$ cat config.mk
export PLATFORM = sky130hd
export DESIGN_NAME = uart_tx_cfg
export DESIGN_NICKNAME = d
export VERILOG_FILES = /design/src/rtl/uart_tx_cfg.sv
export SDC_FILE = /design/constraint.sdc
export NUM_CORES = 1
export LEC_CHECK = 0
export CAP_MARGIN = 20
export CORE_MARGIN = 4
export CORE_UTILIZATION = 59
export CTS_BUF_LIST = sky130_fd_sc_hd__clkbuf_8
export DETAILED_ROUTE_END_ITERATION = 6
export PLACE_DENSITY = 0.82
export SKIP_LAST_GASP = 1
export SLEW_MARGIN = 40
export SYNTH_ARGS = -nofsm -noshare
export SYNTH_HDL_FRONTEND = slang
export SYNTH_SLANG_ARGS = --single-unit
$ cat constraint.sdc
create_clock -name CLK -period 3.9 [get_ports CLK]
set_input_delay 1.17 -clock CLK [delete_from_list [all_inputs] [get_ports CLK]]
set_output_delay 1.17 -clock CLK [all_outputs]
set_load 0.01 [all_outputs]
$ cat src/rtl/uart_tx_cfg.sv
// uart_tx_cfg: run-time configurable UART transmitter.
// A frame is a start bit, DATA_WIDTH data bits sent LSB first, an optional
// even/odd parity bit, and one or two stop bits. The data word, the framing
// options and the baud divider are all captured into shadow registers when a
// word is accepted. The producer may therefore change its inputs while a frame
// is still being sent.
module uart_tx_cfg #(
  parameter int DATA_WIDTH = 8,
  parameter int DIV_WIDTH  = 16
) (
  input  logic                  CLK,
  input  logic                  RST,
  input  logic [DATA_WIDTH-1:0] P_DATA,
  input  logic                  Data_Valid,
  input  logic                  PAR_EN,
  input  logic                  PAR_TYP,
  input  logic                  STOP2,
  input  logic [DIV_WIDTH-1:0]  Baud_Div,
  output logic                  TX_OUT,
  output logic                  busy,
  output logic                  tx_done
);

  localparam int IDX_W = $clog2(DATA_WIDTH);

  typedef enum logic [2:0] {
    S_IDLE   = 3'd0,
    S_START  = 3'd1,
    S_DATA   = 3'd2,
    S_PARITY = 3'd3,
    S_STOP1  = 3'd4,
    S_STOP2  = 3'd5
  } state_t;

  state_t                r_state;
  logic [DIV_WIDTH-1:0]  r_cnt;
  logic [DIV_WIDTH-1:0]  r_div;
  logic [DATA_WIDTH-1:0] r_shift;
  logic [IDX_W-1:0]      r_bit;
  logic                  r_par_en;
  logic                  r_par;
  logic                  r_stop2;
  logic                  r_tx;
  logic                  r_busy;
  logic                  r_done;

  // A divider of 0 would never terminate a bit, so it is promoted to 1.
  logic [DIV_WIDTH-1:0]  w_div_eff;
  logic                  w_bit_end;
  logic                  w_last_bit;

  assign w_div_eff  = (Baud_Div == '0) ? DIV_WIDTH'(1) : Baud_Div;
  assign w_bit_end  = (r_cnt == (r_div - DIV_WIDTH'(1)));
  assign w_last_bit = (r_bit == IDX_W'(DATA_WIDTH - 1));

  // Frame sequencer. The line, busy and tx_done are registered together with
  // the state, so each output already holds its value for the state entered.
  always_ff @(posedge CLK or negedge RST) begin
    if (!RST) begin
      r_state  <= S_IDLE;
      r_cnt    <= '0;
      r_div    <= '0;
      r_shift  <= '0;
      r_bit    <= '0;
      r_par_en <= 1'b0;
      r_par    <= 1'b0;
      r_stop2  <= 1'b0;
      r_tx     <= 1'b1;
      r_busy   <= 1'b0;
      r_done   <= 1'b0;
    end else begin
      r_done <= 1'b0;
      // The bit-period counter runs in every non-idle state.
      if (r_state != S_IDLE) begin
        r_cnt <= w_bit_end ? '0 : (r_cnt + DIV_WIDTH'(1));
      end
      case (r_state)
        S_IDLE: begin
          if (Data_Valid) begin
            r_shift  <= P_DATA;
            r_par_en <= PAR_EN;
            r_par    <= (^P_DATA) ^ PAR_TYP;
            r_stop2  <= STOP2;
            r_div    <= w_div_eff;
            r_cnt    <= '0;
            r_bit    <= '0;
            r_state  <= S_START;
            r_tx     <= 1'b0;
            r_busy   <= 1'b1;
          end else begin
            r_tx   <= 1'b1;
            r_busy <= 1'b0;
          end
        end
        S_START: begin
          if (w_bit_end) begin
            r_state <= S_DATA;
            r_tx    <= r_shift[0];
          end
        end
        S_DATA: begin
          if (w_bit_end) begin
            if (w_last_bit) begin
              if (r_par_en) begin
                r_state <= S_PARITY;
                r_tx    <= r_par;
              end else begin
                r_state <= S_STOP1;
                r_tx    <= 1'b1;
              end
            end else begin
              // The shift register keeps the next data bit at position 1.
              r_shift <= r_shift >> 1;
              r_bit   <= r_bit + IDX_W'(1);
              r_tx    <= r_shift[1];
            end
          end
        end
        S_PARITY: begin
          if (w_bit_end) begin
            r_state <= S_STOP1;
            r_tx    <= 1'b1;
          end
        end
        S_STOP1: begin
          if (w_bit_end) begin
            if (r_stop2) begin
              r_state <= S_STOP2;
              r_tx    <= 1'b1;
            end else begin
              r_state <= S_IDLE;
              r_tx    <= 1'b1;
              r_busy  <= 1'b0;
              r_done  <= 1'b1;
            end
          end
        end
        S_STOP2: begin
          if (w_bit_end) begin
            r_state <= S_IDLE;
            r_tx    <= 1'b1;
            r_busy  <= 1'b0;
            r_done  <= 1'b1;
          end
        end
        default: begin
          r_state <= S_IDLE;
          r_tx    <= 1'b1;
          r_busy  <= 1'b0;
        end
      endcase
    end
  end

  assign TX_OUT  = r_tx;
  assign busy    = r_busy;
  assign tx_done = r_done;

endmodule

# ---- Word level (Yosys, flattened, before mapping)
# Index checks and enable logic that the tools add are counted.
dict set report totals {
  wordCells 84
  in_bits 30
  output_inout_bits 3
  register_bits 52
}
dict set report op_classes {
  n_bitwise 2
  add_sub_neg 3
  mux 39
  n_reduce_logical 12
  n_eq_ne 17
}
# operator n
set op_table {}
lappend op_table {{2-to-1 mux 16 bit} 5}
lappend op_table {{2-to-1 mux 3 bit} 12}
lappend op_table {{2-to-1 mux 8 bit} 3}
lappend op_table {{inequality test 2 bit (second input constant)} 9}
lappend op_table {{one-hot mux 3 bit (6 select lines)} 1}
lappend op_table {{adder 16 x 1 -> 16 bit (second input constant)} 1}
lappend op_table {{== test 16 bit} 1}
lappend op_table {{zero test 16 bit} 1}
lappend op_table {{one-hot mux 8 bit (2 select lines)} 1}
lappend op_table {{subtractor 16 x 1 -> 16 bit (second input constant)} 1}
lappend op_table {{2-to-1 mux 1 bit} 13}
lappend op_table {{== test 3 bit (second input constant)} 3}
lappend op_table {{one-hot mux 1 bit (4 select lines)} 2}
lappend op_table {{AND reduction 4 bit} 2}
lappend op_table {{parity 8 bit} 1}
lappend op_table {{AND reduction 7 bit} 1}
lappend op_table {{== test 3 x 2 -> 1 bit (second input constant)} 2}
lappend op_table {{one-hot mux 3 bit (2 select lines)} 1}
lappend op_table {{OR reduction 3 bit} 2}
lappend op_table {{adder 3 x 1 -> 3 bit (second input constant)} 1}
lappend op_table {{== test 3 x 1 -> 1 bit (second input constant)} 1}
lappend op_table {{zero test 3 bit} 1}
lappend op_table {{AND reduction 3 bit} 1}
lappend op_table {{nonzero test 3 bit} 1}
lappend op_table {{other kinds (6)} 6}

# ---- Depth between registers and ports, before layout
# Gate-level depths: netlist of the first run.
dict set report logic_depth {
  depth_word 6
  ltp_mapped 12
  depth_no_buf 10
}

# ---- Worst setup path after synthesis of the first run
# No wires, ideal clock.
dict set report synth_path {
  kind {register -> register}
  from {register r_div[0]}
  to {register r_shift[0]}
  path_stages_with_launch 13
  required_time_ps 3775
  setup_time_ps 125
  arrival_time_ps 3111
  path_buffers 2
  setup_slack_ps 664
  cell_sequence {dfrtp_1 -> clkbuf_1 -> inv_1 -> ha_1 -> or4b_2 -> nor4_4 -> xnor2_1 -> a221o_1 -> nor4b_4 -> nand2_4 -> a21oi_4 -> buf_12 -> mux2_4}
}
dict set report synth_via {
  elab_chain_cells 4
}
# item line_no
set synth_rtl {}
lappend synth_rtl {{start, declared} 37} ;# logic [DIV_WIDTH-1:0] r_div;
lappend synth_rtl {{start signal, assigned} 84} ;# r_div <= w_div_eff;
lappend synth_rtl {{subtractor 16 x 1 -> 16 bit} 53} ;# assign w_bit_end = (r_cnt == (r_div - DIV_WIDTH'(1)));
lappend synth_rtl {{== test 16 bit} 53}
lappend synth_rtl {{inequality test 2 bit (no source line)} n/a}
lappend synth_rtl {{AND reduction 4 bit (no source line)} n/a}
lappend synth_rtl {{end signal, assigned} 113} ;# r_shift <= r_shift >> 1;
lappend synth_rtl {{end, declared} 38} ;# logic [DATA_WIDTH-1:0] r_shift;
# Every way passes these cells.
# A chain may end at the register's enable or synchronous reset.

# ---- Worst setup path in the final report of the first run
dict set report layout_path {
  from {register r_div[0]}
  to {register r_bit[0]}
}
dict set report layout_via {
  elab_chain_cells 4
}
# item line_no
set layout_rtl {}
lappend layout_rtl {{subtractor 16 x 1 -> 16 bit} 53}
lappend layout_rtl {{== test 16 bit} 53}
lappend layout_rtl {{inequality test 2 bit (no source line)} n/a}
lappend layout_rtl {{AND reduction 4 bit (no source line)} n/a}
lappend layout_rtl {{end signal, assigned} 114} ;# r_bit <= r_bit + IDX_W'(1);
lappend layout_rtl {{end, declared} 39} ;# logic [IDX_W-1:0] r_bit;
# Every way passes these cells.

==> run summary, run 1 <==
TIMING
------------------------------------------------------------------------------
Relative slew slack                                                     51.30%
Final Skew                                                         0.005545 ns
Tmin final                                                            3.592 ns
Final setup violation count                                                  0
Highest clock rate                                                   278.4 MHz
Pins over their slew limit                                                   0
Final Hold Slack                                                     0.5126 ns
Number of hold-slack violations in the final timing report                   0
Tcrit/Tclk final                                                        92.10%
Aggregate negative setup slack                                            0 ns
Unrepaired setup endpoints after global routing                          false
Final worst setup slack                                              0.3081 ns
Transition time of the tightest slew-check pin                       0.7278 ns

CELLS AND AREA
------------------------------------------------------------------------------
Post-route standard cell area excluding fillers                      3642 um^2
Post-Layout Cell Count                                                     429
Diodes inserted                                                              0
Ratio of cells with drive above 1 in the final layout                   12.81%
Final layout net count                                                     393
Area growth, synth to finish                                            12.39%
Post-Route Utilization                                                  69.98%

DIE
------------------------------------------------------------------------------
Ports                                                                       33
Core Rows                                                                   26
Area of the placeable core                                           5205 um^2
Effective utilization at floorplan                                      62.26%
Die Wd                                                                82.11 um
Vert. Die Dim                                                         82.11 um
Full die area                                                        6742 um^2

DETAILED ROUTING
------------------------------------------------------------------------------
First-pass iteration count of the detailed router                            4
Drt initial violations                                                     136
Vias after detailed routing                                               2470
Remaining routing DRC violations                                             0
Routed wire per std cell                                              15.52 um
DR vias/cell                                                             5.758
Wire length after detailed routing                                     6658 um
DRT antenna net count                                                        0

PLACED DESIGN
------------------------------------------------------------------------------
Estimated wirelength of the detail-placed design                       5026 um
Worst setup slack after placement                                    0.3322 ns
Total placed instance area                                           3558 um^2
Number of port buffers                                                      32
# placed instances                                                         422
Final GP Congestion                                                     0.9258

GLOBAL ROUTE
------------------------------------------------------------------------------
Initial antenna violation count                                              0
Leftover overflow at the end of global routing                               0
Global Route Usage Sum                                                  22.24%
Pin count of the biggest net entering global routing                        39
Wire length of the first global-routing pass                          11570 um
Number of global-route vias before repair                                 2411

CRITICAL PATH
------------------------------------------------------------------------------
Required time of the critical path                                     4.09 ns
Critical path capture point type                                     flip-flop
Critical path class                                               flip-flop to flip-flop
Critical Path Source Type                                            flip-flop
Arrival time of data at the critical path endpoint                     3.79 ns
Crit path max fanout                                                        11

SYNTH
------------------------------------------------------------------------------
Number of flip-flops and latches in the synthesized netlist                 52
Primary FF master, synth                                          sky130_fd_sc_hd__dfrtp_1
Post-synthesis instance area                                         3241 um^2
Cell with the most instances after synthesis                      sky130_fd_sc_hd__dfrtp_1
Post-synthesis cell count                                                  336
Share of synthesized registers carrying an async set or reset           100.0%
Number of enable flip-flop cells after synthesis                             0
Post-synth top area cell                                          sky130_fd_sc_hd__dfrtp_1
Net Count, Synth                                                           370
Top area cells in the synthesized netlist                         sky130_fd_sc_hd__dfrtp_1 39%, sky130_fd_sc_hd__mux2_2 6.6%, sky130_fd_sc_hd__xnor2_1 5.9%, sky130_fd_sc_hd__xor2_1 5.4%, sky130_fd_sc_hd__nand2_1 5.0%
Average cell area after synthesis                                   9.645 um^2
Warning count from the yosys run                                             0
Sequential cell area fraction in the yosys report                       40.19%
Share of Yosys cell area claimed by the top area cell type              39.38%
Synth top cells by count                                          51 x sky130_fd_sc_hd__dfrtp_1, 43 x sky130_fd_sc_hd__nand2_1, 36 x sky130_fd_sc_hd__nor2_1
Netlist cell types                                                          59

POWER AND IR DROP
------------------------------------------------------------------------------
Leakage dissipation                                                   1.567 nW
Power consumption                                                     2.087 mW
Largest voltage drop on the vdd net                                  0.3614 mV
Power Dens Cells                                                  573.1 nW/um^2

FLOW RUN
------------------------------------------------------------------------------
# Max-Cap Violations                                                         0

CLOCK NETWORK
------------------------------------------------------------------------------
Insertion delay of the later-clocked pin in the worst-skew pair        0.30 ns
Max clock buf depth                                                          2
Reg clk slew, reported paths                                           0.09 ns
Number of resized instances in the post-cts repair step                      0
Clock root buffer                                                 sky130_fd_sc_hd__clkbuf_8
CTS tree                                                                 built
Total CTS buffers                                                            5
Clock Sink Count                                                            52
Postcts setup bufs                                                           0
Htree depth                                                                  2
CTS Hold Bufs                                                                0

MIN PATH
------------------------------------------------------------------------------
Class of the tightest hold or removal check                       flip-flop to flip-flop

STATUS
------------------------------------------------------------------------------
Status                                                            finished clean

## flip-flops by register name, summed over array words and instances (netlist names)
signal,count
r_shift,8
tx_done,1
r_div,16
TX_OUT,1
r_par,1
r_bit,3
busy,1
r_cnt,16
r_stop2,1
r_state,3
r_par_en,1
## metal layers
| metal | share of wire, % | vias to the layer above | track usage (%) |
|---|---|---|---|
| li1 | - | 1213 | - |
| met1 | 48 | 1183 | 31.92 |
| met2 | 46 | 66 | 34.57 |
| met3 | 4.9 | 8 | 4.013 |
| met4 | 1.4 | 0 | 6.478 |
| met5 | 0 | - | 0 |
## final cells by class
type | count | area [um^2]
well taps | 70 | 87.58
flip-flops and latches | 52 | 1303
repair buffers | 34 | 332.8
fillers | 398 | 1563
clock inverters | 2 | 12.51
multi-input cells | 253 | 1789
clock buffers | 5 | 68.82
inverters | 13 | 48.80
## where the power goes
| part | total [mW] | internal (mW) | leakage (nW) | switching, mW |
|---|---|---|---|---|
| registers | 0.964 | 0.714 | 0.654 | 0.249 |
| logic | 0.828 | 0.442 | 0.873 | 0.385 |
| clock network | 0.296 | 0.122 | 0.0400 | 0.174 |
## worst max-delay path: stages (launching register included)
cell and delay, ns:
sky130_fd_sc_hd__dfrtp_1 0.49, sky130_fd_sc_hd__inv_1 0.13, sky130_fd_sc_hd__ha_1 0.33, sky130_fd_sc_hd__or4b_2 0.65, sky130_fd_sc_hd__nor4_4 0.16, sky130_fd_sc_hd__xnor2_1 0.12, sky130_fd_sc_hd__a221o_1 0.31, sky130_fd_sc_hd__nor4b_4 0.34
sky130_fd_sc_hd__nand2_4 0.13, sky130_fd_sc_hd__a21oi_4 0.43, sky130_fd_sc_hd__mux2_2 0.39
## cell usage in the layout (no fill, tap or decap), types with 5 or more instances in the layout
cell type                         count
sky130_fd_sc_hd__xnor2_1             22
sky130_fd_sc_hd__mux2_4               7
sky130_fd_sc_hd__o21ai_0              6
sky130_fd_sc_hd__nor2_1              36
sky130_fd_sc_hd__inv_1               13
sky130_fd_sc_hd__nor4_1              11
sky130_fd_sc_hd__clkdlybuf4s50_1     31
sky130_fd_sc_hd__nand2_1             43
sky130_fd_sc_hd__nor3_1               6
sky130_fd_sc_hd__clkbuf_8             5
sky130_fd_sc_hd__dfrtp_1             51
sky130_fd_sc_hd__xor2_1              20
sky130_fd_sc_hd__mux2_2              19
sky130_fd_sc_hd__a21oi_1              9
sky130_fd_sc_hd__nand3_1              8
## logic make-up after synthesis
group	synth area share [%]
xor+xnor	12.08
simple gates	21.39
buf+inv	4.595
mux	11.08
flops	40.19
fa+ha+maj	1.544
compound gates	9.113
## worst paths after layout
| kind | slack, ns | cells after the start | endpoint | startpoint |
|---|---|---|---|---|
| setup / recovery | 0.31 | 10 | r_bit[0] | r_div[0] |
| hold / removal | 0.51 | 2 | r_par | r_par |
| setup reg to reg | 0.31 | 10 | r_bit[0] | r_div[0] |
| hold reg to reg | 0.51 | 2 | r_par | r_par |
| max in group asynchronous | 2.52 | 2 | r_div[7] | RST |
| min in group asynchronous | 0.81 | 1 | r_cnt[9] | RST |
Note: power is estimated with default switching activity, not from simulation.
==> run 2: changes to the inputs <==
--- a/config.mk
+++ b/config.mk
@@ -12,7 +12,7 @@
 export DETAILED_ROUTE_END_ITERATION = 6
 export PLACE_DENSITY = 0.82
 export SKIP_LAST_GASP = 1
-export SLEW_MARGIN = 40
+export SLEW_MARGIN = 25
 export SYNTH_ARGS = -nofsm -noshare
 export SYNTH_HDL_FRONTEND = slang
 export SYNTH_SLANG_ARGS = --single-unit
==> run 2 against run 1 <==
Against the previous run:
- via count is 0.20% lower
- maximum frequency hardly changed
- clock skew about the same
- largest cell class unchanged
- largest power group unchanged
==> run summary, run 2 (same netlist as run 1, synthesis figures left out) <==
CRITICAL PATH
------------------------------------------------------------------------------
Register-to-Register Setup Slack                                       0.31 ns
Crit Reg-Reg Startpoint                                               r_div[0]
Critical path capture point type                                     flip-flop
Arrival time of data at the critical path endpoint                     3.79 ns
Logic depth of the worst register-to-register path                          10
Crit Reg-Reg Endpoint                                                 r_bit[0]
Cell chain of the critical path                                   inv_1 > ha_1 > or4b_2 > nor4_4 > xnor2_1 > a221o_1 > nor4b_4 > nand2_4 > a21oi_4 > mux2_2
Crit path max fanout                                                        11
Max incr delay on CP                                                   0.65 ns
Levels on crit path                                                         10
Required time of the critical path                                     4.09 ns
Critical Path Source Type                                            flip-flop
Critical path's slowest cell                                      sky130_fd_sc_hd__or4b_2
CP bufs+invs                                                                 1
Critical path class                                               flip-flop to flip-flop
Cell family contributing the most delay on the critical path      simple AND/OR/NAND/NOR gates

GLOBAL ROUTE
------------------------------------------------------------------------------
Initial antenna violation count                                              0
Leftover overflow at the end of global routing                               0
Number of global-route vias before repair                                 2411
Global Route Usage Sum                                                  22.24%
Pin count of the biggest net entering global routing                        39
Wire length of the first global-routing pass                          11570 um

DETAILED ROUTING
------------------------------------------------------------------------------
Remaining routing DRC violations                                             0
Drt initial violations                                                     136
Wire length after detailed routing                                     6661 um
DR vias/cell                                                             5.746
First-pass iteration count of the detailed router                            4
DRT antenna net count                                                        0
Routed wire per std cell                                              15.53 um
Vias after detailed routing                                               2465

CLOCK NETWORK
------------------------------------------------------------------------------
Insertion delay of the later-clocked pin in the worst-skew pair        0.30 ns
Reg clk slew, reported paths                                           0.09 ns
Clock Sink Count                                                            52
CTS tree                                                                 built
Htree depth                                                                  2
CTS Hold Bufs                                                                0
Max clock buf depth                                                          2
Number of resized instances in the post-cts repair step                      0
Total CTS buffers                                                            5
Postcts setup bufs                                                           0
Clock root buffer                                                 sky130_fd_sc_hd__clkbuf_8

CELLS AND AREA
------------------------------------------------------------------------------
Ratio of cells with drive above 1 in the final layout                   12.81%
Multi-input logic area                                               1789 um^2
Area growth, synth to finish                                            12.32%
Largest registers ranked by flip-flop count                       r_cnt: 16 flops, r_div: 16 flops, r_shift: 8 flops
Leading cell type in the layout, fill and taps excluded           sky130_fd_sc_hd__dfrtp_1
Number of filler cells placed in the layout                                399
Diodes inserted                                                              0
Post-Route Utilization                                                  69.93%
Sequential cell area                                                 1303 um^2
Final layout net count                                                     393
Most frequent cells in the layout                                 51 x sky130_fd_sc_hd__dfrtp_1, 43 x sky130_fd_sc_hd__nand2_1, 36 x sky130_fd_sc_hd__nor2_1

TIMING
------------------------------------------------------------------------------
Tmin final                                                            3.592 ns
Pins over their slew limit                                                   0
Aggregate negative setup slack                                            0 ns
Unrepaired setup endpoints after global routing                          false
Number of hold-slack violations in the final timing report                   0
Tcrit/Tclk final                                                        92.10%
Final setup violation count                                                  0
Final Skew                                                         0.005594 ns
Transition time of the tightest slew-check pin                       0.8255 ns
Highest clock rate                                                   278.4 MHz
Relative slew slack                                                     44.96%

POWER AND IR DROP
------------------------------------------------------------------------------
Largest voltage drop on the vdd net                                  0.3613 mV
Leakage dissipation                                                   1.566 nW
Power Dens Cells                                                  573.5 nW/um^2
Power consumption                                                     2.087 mW

STATUS
------------------------------------------------------------------------------
Status                                                            finished clean

DIE
------------------------------------------------------------------------------
Vert. Die Dim                                                         82.11 um
Effective utilization at floorplan                                      62.26%
Core Rows                                                                   26
Full die area                                                        6742 um^2
Area of the placeable core                                           5205 um^2
Ports                                                                       33
Die Wd                                                                82.11 um

MIN PATH
------------------------------------------------------------------------------
Hold-critical path endpoint                                              r_par
Class of the tightest hold or removal check                       flip-flop to flip-flop
Hold wc startpoint                                                       r_par
Min-Delay Path Depth                                                         2

PLACED DESIGN
------------------------------------------------------------------------------
Number of port buffers                                                      32
Estimated wirelength of the detail-placed design                       5026 um
Final GP Congestion                                                     0.9258

FLOW RUN
------------------------------------------------------------------------------
# Max-Cap Violations                                                         0

run 2: cell counts in the layout (fill, tap and decap cells not counted):
No cell type changed its count.
run 2: final cells by class:
| type | count | share of cell area (%) |
|---|---|---|
| Clock buffer | 5 | 1.891 |
| Inverter | 13 | 1.341 |
| Timing Repair Buffer | 34 | 9.075 |
| Clock inverter | 2 | 0.3438 |
| Tap cell | 70 | 2.406 |
| Sequential cell | 52 | 35.79 |
| Multi-Input combinational cell | 253 | 49.16 |
run 2: worst min-delay path, delay by kind of cell (launching register included):
family,cells,cell delay [ns]
and+or+nand+nor,1,0.06
DFF,1,0.36
AOI/OAI and AO/OA,1,0.06
run 2: worst max-delay path by stage:
stage	from	endpoint	slack, ns
floorplan	r_div[0]	r_shift[0]	0.66
global placement	r_div[0]	r_bit[0]	0.43
detailed placement	r_div[0]	r_bit[0]	0.33
CTS	r_div[0]	r_bit[0]	0.32
global route	r_div[0]	r_bit[0]	0.05
finish	r_div[0]	r_bit[0]	0.31
run 2: stage by stage:
step | setup WS [ns] | std cells | hold WS, ns | cell area [um^2]
after CTS | 0.3156 | 429 | 0.5198 | 3640
after global placement | 0.4341 | 422 | 0.4665 | 3558
after floorplan | 0.6642 | 336 | 0.4498 | 3241
final | 0.3081 | 429 | 0.5126 | 3640
after detailed placement | 0.3322 | 422 | 0.4929 | 3558
after global routing | 0.05328 | 429 | 0.5397 | 3640
run 2: layer usage:
metal / up-vias / GRT usage (%) / wire length (um)
li1: 1212 / - / -
met1: 1182 / 31.92 / 3195
met2: 63 / 34.57 / 3045
met3: 8 / 4.013 / 327
met4: 0 / 6.478 / 93
met5: - / 0 / 0
run 2: power breakdown:
part | switching (mW) | total, mW | internal (mW)
Sequential | 0.249 | 0.964 | 0.714
Clock | 0.174 | 0.296 | 0.122
Combinational | 0.386 | 0.828 | 0.442
==> run 3: changes to the inputs <==
--- a/config.mk
+++ b/config.mk
@@ -7,10 +7,10 @@
 export LEC_CHECK = 0
 export CAP_MARGIN = 20
 export CORE_MARGIN = 4
-export CORE_UTILIZATION = 59
+export CORE_UTILIZATION = 50
 export CTS_BUF_LIST = sky130_fd_sc_hd__clkbuf_8
 export DETAILED_ROUTE_END_ITERATION = 6
-export PLACE_DENSITY = 0.82
+export PLACE_DENSITY = 0.72
 export SKIP_LAST_GASP = 1
 export SLEW_MARGIN = 25
 export SYNTH_ARGS = -nofsm -noshare
==> run 3 against run 2 <==
Against the previous run:
- clock power grew 70%
- global-route usage shrank 3.5 points
- final cell count grew 1.9%
- critical path type unchanged
==> run summary, run 3 (same netlist as run 1, synthesis figures left out) <==
TIMING
------------------------------------------------------------------------------
Pins over their slew limit                                                   0
Tmin final                                                            3.639 ns
Number of hold-slack violations in the final timing report                   0
Relative slew slack                                                     48.00%
Final worst setup slack                                              0.2614 ns
Highest clock rate                                                   274.8 MHz
Aggregate negative setup slack                                            0 ns
Final setup violation count                                                  0
Unrepaired setup endpoints after global routing                          false
Transition time of the tightest slew-check pin                       0.7800 ns
Tcrit/Tclk final                                                        93.30%
Final Skew                                                         0.006512 ns

DIE
------------------------------------------------------------------------------
Die Wd                                                                88.51 um
Area of the placeable core                                           6314 um^2
Effective utilization at floorplan                                      51.33%
Vert. Die Dim                                                         88.51 um
Ports                                                                       33
Full die area                                                        7833 um^2
Core Rows                                                                   29

DETAILED ROUTING
------------------------------------------------------------------------------
First-pass iteration count of the detailed router                            4
DRT antenna net count                                                        0
Routed wire per std cell                                              15.45 um
Vias after detailed routing                                               2486
Wire length after detailed routing                                     6750 um
DR vias/cell                                                             5.689
Remaining routing DRC violations                                             0
Drt initial violations                                                     138

CLOCK NETWORK
------------------------------------------------------------------------------
CTS tree                                                                 built
Htree depth                                                                  2
CTS Hold Bufs                                                                0
Insertion delay of the later-clocked pin in the worst-skew pair        0.31 ns
Reg clk slew, reported paths                                           0.10 ns
Number of resized instances in the post-cts repair step                      0
Clock Sink Count                                                            52
Max clock buf depth                                                          2
Postcts setup bufs                                                           0
Total CTS buffers                                                            5
Clock root buffer                                                 sky130_fd_sc_hd__clkbuf_8

CELLS AND AREA
------------------------------------------------------------------------------
Diodes inserted                                                              0
Ratio of cells with drive above 1 in the final layout                   13.06%
Leading cell type in the layout, fill and taps excluded           sky130_fd_sc_hd__dfrtp_1
Final layout net count                                                     393
Most frequent cells in the layout                                 51 x sky130_fd_sc_hd__dfrtp_1, 43 x sky130_fd_sc_hd__nand2_1, 36 x sky130_fd_sc_hd__nor2_1
Largest registers ranked by flip-flop count                       r_cnt: 16 flops, r_div: 16 flops, r_shift: 8 flops
Area growth, synth to finish                                            14.98%

MIN PATH
------------------------------------------------------------------------------
Class of the tightest hold or removal check                       flip-flop to flip-flop

FLOW RUN
------------------------------------------------------------------------------
# Max-Cap Violations                                                         0

GLOBAL ROUTE
------------------------------------------------------------------------------
Global Route Usage Sum                                                  18.72%
Pin count of the biggest net entering global routing                        37
Leftover overflow at the end of global routing                               0
Initial antenna violation count                                              0
Wire length of the first global-routing pass                          11520 um
Number of global-route vias before repair                                 2411

CRITICAL PATH
------------------------------------------------------------------------------
Critical path capture point type                                     flip-flop
Critical path class                                               flip-flop to flip-flop
Critical Path Source Type                                            flip-flop
Required time of the critical path                                     4.10 ns
Arrival time of data at the critical path endpoint                     3.84 ns
Crit path max fanout                                                        11

PLACED DESIGN
------------------------------------------------------------------------------
Final GP Congestion                                                     0.8771
Estimated wirelength of the detail-placed design                       5071 um
Number of port buffers                                                      32
Worst setup slack after placement                                    0.2742 ns

POWER AND IR DROP
------------------------------------------------------------------------------
Largest voltage drop on the vdd net                                  0.3208 mV
Power consumption                                                     2.292 mW
Power Dens Cells                                                  615.1 nW/um^2
Leakage dissipation                                                   1.604 nW

STATUS
------------------------------------------------------------------------------
Status                                                            finished clean

## run 3: final timing paths
path | depth (start not counted) | startpoint | slack (ns) | endpoint
hold reg to reg | 2 | r_par | 0.50 | r_par
max in group asynchronous | 2 | RST | 2.25 | r_cnt[4]
setup / recovery | 10 | r_div[0] | 0.26 | r_bit[0]
setup reg to reg | 10 | r_div[0] | 0.26 | r_bit[0]
min in group asynchronous | 1 | RST | 0.93 | r_state[0]
hold / removal | 2 | r_par | 0.50 | r_par
## run 3: critical path, stage by stage, from the launching register on
cell                      delay [ns]
sky130_fd_sc_hd__dfrtp_1        0.49
sky130_fd_sc_hd__inv_1          0.12
sky130_fd_sc_hd__ha_1           0.33
sky130_fd_sc_hd__or4b_2         0.66
sky130_fd_sc_hd__nor4_4         0.18
sky130_fd_sc_hd__xnor2_1        0.12
sky130_fd_sc_hd__a221o_1        0.31
sky130_fd_sc_hd__nor4b_4        0.35
sky130_fd_sc_hd__nand2_4        0.14
sky130_fd_sc_hd__a21oi_4        0.43
sky130_fd_sc_hd__mux2_2         0.39
## run 3: area by class of cell
type	count	area, um^2
Inverter	13	48.80
Tap cell	77	96.34
Sequential cell	52	1303
Clock inverter	3	90.09
Fill cell	571	2587
Multi-Input combinational cell	253	1789
Timing Repair Buffer	34	330.3
Clock buffer	5	68.82
## run 3: metal layers
metal | vias to the layer above | GRT usage, % | share of wire, %
met5 | - | 0 | 0
li1 | 1216 | - | -
met1 | 1207 | 26.84 | 49
met3 | 10 | 3.631 | 4.1
met4 | 0 | 5.632 | 1.4
met2 | 53 | 28.82 | 46
## run 3: stage by stage
stage,utilization (%),hold slack (ns),cell area (um^2),instances
6_report,59.02,0.4963,3726,437
5_1_grt,59.02,0.5252,3726,437
4_1_cts,59.02,0.4948,3726,437
3_5_place_dp,56.50,0.4732,3567,429
3_3_place_gp,56.50,0.4677,3567,429
2_1_floorplan,-,0.4498,3241,336
## run 3: report_power, final
part | switching (mW) | internal [mW] | total (mW)
Combinational | 0.389 | 0.442 | 0.831
Sequential | 0.244 | 0.714 | 0.958
Clock | 0.182 | 0.321 | 0.503
Total | 0.815 | 1.48 | 2.29
